### src/rtl/seg_scan_ctrl.sv
// Seven-segment scan controller: shows one packed-BCD digit at a time through a shared decoder.
// Optional leading-zero blanking when SEG_SCAN_LZB_EN is defined.
module seg_scan_ctrl #(
    parameter int DIGITS   = 4,
    parameter int PRESCALE = 50000,
    parameter int DEAD_CYC = 500
) (
    input  logic                  clk,
    input  logic                  rst_n,
    input  logic [4*DIGITS-1:0]   value,
    input  logic                  load,
    input  logic                  enable,
    input  logic                  common_anode,
    output logic [3:0]            bcd,
    output logic                  blank,
    output logic [DIGITS-1:0]     digit_sel,
    output logic                  frame_done
);

    localparam int CNT_MAX = (PRESCALE > DEAD_CYC) ? PRESCALE : DEAD_CYC;
    localparam int CNT_W   = $clog2(CNT_MAX + 1);
    localparam int IDX_W   = $clog2(DIGITS);

    typedef enum logic {
        ST_DEAD = 1'b0,
        ST_SHOW = 1'b1
    } state_e;

    state_e                state_q, state_d;
    logic [CNT_W-1:0]      cnt_q, cnt_d;
    logic [IDX_W-1:0]      idx_q, idx_d;
    logic [4*DIGITS-1:0]   disp_q, disp_d;
    logic [4*DIGITS-1:0]   pend_q, pend_d;
    logic                  pvld_q, pvld_d;
    logic [3:0]            bcd_q, bcd_d;
    logic                  blank_q, blank_d;
    logic [DIGITS-1:0]     sel_q, sel_d;
    logic                  fd_q, fd_d;

    logic [3:0]            cur_digit;
    logic                  lz_blank;

    // Digit at idx_q, plus whether it is a leading zero (idx>0, it and all higher digits zero).
    always_comb begin
        logic run;
        cur_digit = 4'h0;
        lz_blank  = 1'b0;
        run       = 1'b1;
        for (int k = 0; k < DIGITS; k++) begin
            if (idx_q == IDX_W'(k)) cur_digit = disp_q[4*k +: 4];
        end
        for (int k = DIGITS - 1; k > 0; k--) begin
            run = run & (disp_q[4*k +: 4] == 4'h0);
            if (idx_q == IDX_W'(k)) lz_blank = run;
        end
`ifndef SEG_SCAN_LZB_EN
        lz_blank = 1'b0;
`endif
    end

    always_comb begin
        state_d = state_q;
        cnt_d   = cnt_q;
        idx_d   = idx_q;
        disp_d  = disp_q;
        pend_d  = pend_q;
        pvld_d  = pvld_q;
        bcd_d   = bcd_q;
        blank_d = blank_q;
        sel_d   = sel_q;
        fd_d    = 1'b0;

        if (!enable) begin
            state_d = ST_DEAD;
            cnt_d   = '0;
            blank_d = 1'b1;
            sel_d   = '0;
        end else begin
            case (state_q)
                ST_DEAD: begin
                    if (cnt_q == CNT_W'(DEAD_CYC - 1)) begin
                        state_d = ST_SHOW;
                        cnt_d   = '0;
                        bcd_d   = cur_digit;
                        blank_d = lz_blank;
                        sel_d   = {{(DIGITS-1){1'b0}}, 1'b1} << idx_q;
                    end else begin
                        cnt_d = cnt_q + 1'b1;
                    end
                end
                ST_SHOW: begin
                    if (cnt_q == CNT_W'(PRESCALE - 1)) begin
                        state_d = ST_DEAD;
                        cnt_d   = '0;
                        blank_d = 1'b1;
                        sel_d   = '0;
                        if (idx_q == IDX_W'(DIGITS - 1)) begin
                            // Frame boundary: the only point where the displayed value may change.
                            idx_d = '0;
                            fd_d  = 1'b1;
                            if (pvld_q) begin
                                disp_d = pend_q;
                                pvld_d = 1'b0;
                            end
                        end else begin
                            idx_d = idx_q + 1'b1;
                        end
                    end else begin
                        cnt_d = cnt_q + 1'b1;
                    end
                end
                default: state_d = ST_DEAD;
            endcase
        end

        // A load in the commit cycle overrides the clear so it lands in the next frame.
        if (load) begin
            pend_d = value;
            pvld_d = 1'b1;
        end
    end

    always_ff @(posedge clk or negedge rst_n) begin
        if (!rst_n) begin
            state_q <= ST_DEAD;
            cnt_q   <= '0;
            idx_q   <= '0;
            disp_q  <= '0;
            pend_q  <= '0;
            pvld_q  <= 1'b0;
            bcd_q   <= 4'h0;
            blank_q <= 1'b1;
            sel_q   <= '0;
            fd_q    <= 1'b0;
        end else begin
            state_q <= state_d;
            cnt_q   <= cnt_d;
            idx_q   <= idx_d;
            disp_q  <= disp_d;
            pend_q  <= pend_d;
            pvld_q  <= pvld_d;
            bcd_q   <= bcd_d;
            blank_q <= blank_d;
            sel_q   <= sel_d;
            fd_q    <= fd_d;
        end
    end

    assign bcd        = bcd_q;
    assign blank      = blank_q;
    assign frame_done = fd_q;
    assign digit_sel  = sel_q ^ {DIGITS{common_anode}};

endmodule

### config.mk
export PLATFORM = sky130hd
export DESIGN_NAME = seg_scan_ctrl
export DESIGN_NICKNAME = d
export VERILOG_FILES = /design/src/rtl/seg_scan_ctrl.sv
export SDC_FILE = /design/constraint.sdc
export NUM_CORES = 1
export LEC_CHECK = 0
export ABC_CLOCK_PERIOD_IN_PS = 2100
export BUFFER_PORTS_ARGS = -buffer_cell sky130_fd_sc_hd__buf_2
export CAP_MARGIN = 20
export CORE_ASPECT_RATIO = 1.25
export CORE_UTILIZATION = 49
export CTS_CLUSTER_SIZE = 40
export DETAILED_ROUTE_END_ITERATION = 8
export PLACE_DENSITY = 0.68
export RECOVER_POWER = 25
export SLEW_MARGIN = 40
export SYNTH_ARGS = -nofsm -noshare
export SYNTH_HDL_FRONTEND = slang
export SYNTH_SLANG_ARGS = --single-unit
### constraint.sdc
create_clock -name clk -period 2.1 [get_ports clk]
set_input_delay 0.21 -clock clk [delete_from_list [all_inputs] [get_ports clk]]
set_output_delay 0.21 -clock clk [all_outputs]
set_load 0.03 [all_outputs]
==> impl_metrics.yaml <==
run_status:
  status: "complete, but fails checks"
  violations: "design-rule violations"
logic_synthesis:
  netlist.area_leader.share: 0.518
  synth_area_leader_cell: "dfrtp_1"
  synthTopCellsByArea: "dfrtp_1, mux2_2, mux2_4"
  syn_inst: 236
  ys_seq_area_frac: 0.527
  synth.distinct_cells: 42
  syn-num-nets: 262
  synth_warnings: 0
  avgSynthCellArea_um2: 12.5
  netlist_area_mm2: 0.00295
  yosys_register_bits: 62
sta:
  finalMaxSlewViolations: 0
  fin_worst_skew_ns: 0.0102
  timing.final.crit_share: 0.913
  min_period_ns: 1.92
  finalHoldViolations: 0
  tightest_slew_ns: 1.35
  rsz0062_at_grt: "false"
  fmax_mhz: 522
  relSlewSlack: 0.100
  fin_tns_setup_ns: 0
  setup-violations-final: 0
routing:
  drtIter0Drc: 111
  routed_wl_um: 5090
  drc: 1
  routedWlPerCell_um: 14.6
  postRouteAntennaNets: 0
  drt-vias-per-instance: 5.44
  vias: 1898
  first_pass_iters: 6
placement:
  dp_hpwl_um: 3500
  io_buffers: 30
  routabilityCongestion: 0.811
setup_path:
  cpPeakStageDelay_ns: 0.40
  start_kind: "flop"
  cp_cell_sequence: "ha_1, and4_1, nand4_4, nor2_8, buf_12, mux2_1"
  required_ns: 2.32
  crit_fanout: 8
  cpMaxStageDelayCell: "dfrtp_1"
  path_class: "flop to flop"
  endpoint_kind: "flop"
  arrival_ns: 2.13
floorplanning:
  io_pins: 31
  die_w_um: 71.4
  die-area_mm2: 0.00633
  core_area_mm2: 0.00578
  die_h_um: 88.7
  rows: 31
  start_util: 0.510
clock_network:
  numCtsBuffers: 9
  cts_max_level: 3
  cts_tree: "yes"
  clkSinkCount: 62
  clkTransAtPathRegs_ns: 0.07
  root_buffer: "clkbuf_8"
  clk_latency_ns: 0.33
  cts_max_path_buffers: 2
global_routing:
  grt_start_max_net_pins: 63
  first_global_vias: 1782
  antenna_found_initial: 0
  grt_pass1_wl_um: 8460
  grt_overflow: 0
  grtUsageTotal: 0.180
power_and_ir_drop:
  p_leak_nw: 1.64
  p_per_area_mw_per_mm2: 737
  ir_worst_vdd_uv: 563
flow_run:
  drv_cap: 0
final_layout:
  areaGrowthSynthToFinish_pct: 18.0
  final_util: 0.601
  n_antenna_cell: 0
  drive_gt1_frac: 0.375
  nNetsFinal: 304
hold_path:
  hp-class: "input port to flop"
logic make-up (layout without fill, tap and decap cells):
group,count (synthesis),in the layout,synth area share
compound gates,13,13,0.0331
xor+xnor,18,18,0.0535
fa+ha+maj,5,5,0.0212
buf+inv,18,65,0.0314
flops,62,62,0.527
mux,42,42,0.174
simple gates,78,78,0.160
cells in the mapped netlist:
| library cell | instances |
|---|---|
| a21oi_1 | 1 |
| a221oi_1 | 4 |
| and4_1 | 2 |
| and4b_2 | 1 |
| and4bb_1 | 1 |
| buf_1 | 1 |
| buf_12 | 1 |
| buf_2 | 3 |
| buf_4 | 1 |
| clkbuf_1 | 5 |
| clkbuf_2 | 1 |
| dfrtp_1 | 61 |
| dfstp_2 | 1 |
| ha_1 | 5 |
| inv_1 | 6 |
| mux2_1 | 2 |
| mux2_2 | 24 |
| mux2_4 | 12 |
| mux2i_1 | 4 |
| nand2_1 | 11 |
| nand2b_1 | 1 |
| nand3_1 | 11 |
| nand3_2 | 1 |
| nand4_1 | 8 |
| nand4_2 | 1 |
| nand4_4 | 1 |
| nor2_1 | 20 |
| nor2_8 | 1 |
| nor2b_1 | 5 |
| nor3_1 | 4 |
| nor3_2 | 1 |
| nor4_1 | 4 |
| nor4_4 | 1 |
| nor4b_1 | 1 |
| o211ai_2 | 1 |
| o21ai_0 | 3 |
| o31ai_1 | 4 |
| or2_0 | 1 |
| or2_2 | 1 |
| or2_4 | 1 |
| xnor2_1 | 10 |
| xor2_1 | 8 |
through the flow:
step / hold WS [ns] / setup WS (ns) / instance area (µm²) / power [mW] / std cells
6_report: 0.104 / 0.183 / 3480 / 2.56 / 349
3_3_place_gp: 0.245 / 0.122 / 3190 / 1.40 / 329
5_1_grt: 0.0897 / 0.0637 / 3480 / 2.67 / 349
3_5_place_dp: 0.242 / 0.0929 / 3190 / 1.40 / 329
2_1_floorplan: -0.0856 / 0.278 / 2950 / 1.34 / 236
4_1_cts: 0.0852 / 0.0747 / 3430 / 2.60 / 346
power breakdown:
part           total (mW)  internal [mW]  switching [mW]
Sequential           1.25           1.23          0.0214
Clock                1.19          0.709           0.480
Combinational       0.122         0.0559          0.0665
routing by layer:
metal	routed length, µm	vias up	share of wire	track usage
li1	-	917	-	-
met1	2340	942	0.46	0.233
met2	2550	35	0.50	0.291
met3	153	4	0.030	0.0456
met4	44	0	0.0086	0.0764
met5	0	-	0	0
worst max-delay path: cells and delay by family (launching register included):
kind	cells	cell delay (ns)
adder cells (fa/ha/maj)	1	0.26
multiplexers	1	0.31
flip-flops	1	0.40
buffers and inverters	1	0.15
AND/OR/NAND/NOR	3	0.68
sequential cells by signal (all words and copies together), names as in the netlist:
name / count
frame_done: 1
pend_q: 16
bcd: 4
state_q: 1
disp_q: 16
blank: 1
sel_q: 4
pvld_q: 1
cnt_q: 16
idx_q: 2
final cells by class:
cell class / instances / area [µm²]
sequential: 62 / 1550
timing repair buffer: 43 / 273
fill: 470 / 2300
inverter: 6 / 22.5
clock inverter: 6 / 93.8
clock buffer: 10 / 138
multi-input combinational: 156 / 1310
tap: 66 / 82.6
layout by cell type (no fill, tap or decap), types with 5 or more instances in the layout:
cell type,n
xnor2_1,10
buf_2,31
nand2_1,11
buf_4,9
inv_1,6
xor2_1,8
mux2_2,24
nand4_1,8
nor2b_1,5
dfrtp_1,61
nor2_1,20
clkbuf_8,10
ha_1,5
nand3_1,11
mux2_4,12
worst paths after layout:
path | start | slack (ns) | cells past startpoint | to
max | cnt_q[0]$_DFF_PN0_ | 0.18 | 6 | disp_q[15]$_DFFE_PN0P_
min | value[4] | 0.10 | 2 | pend_q[4]$_DFFE_PN0P_
max reg2reg | cnt_q[0]$_DFF_PN0_ | 0.18 | 6 | disp_q[15]$_DFFE_PN0P_
min reg2reg | pend_q[12]$_DFFE_PN0P_ | 0.49 | 1 | disp_q[12]$_DFFE_PN0P_
max in group asynchronous | rst_n | 0.46 | 3 | pend_q[13]$_DFFE_PN0P_
min in group asynchronous | rst_n | 0.79 | 3 | cnt_q[7]$_DFF_PN0_
what timing repair did:
item                                    CTS  global route
gates resized for setup                   0             2
endpoints found under the setup margin    0            10
hold buffers                              1             0
endpoints found under the hold margin    61             0
setup buffers                             0             3
(Power assumes the default switching activity.)
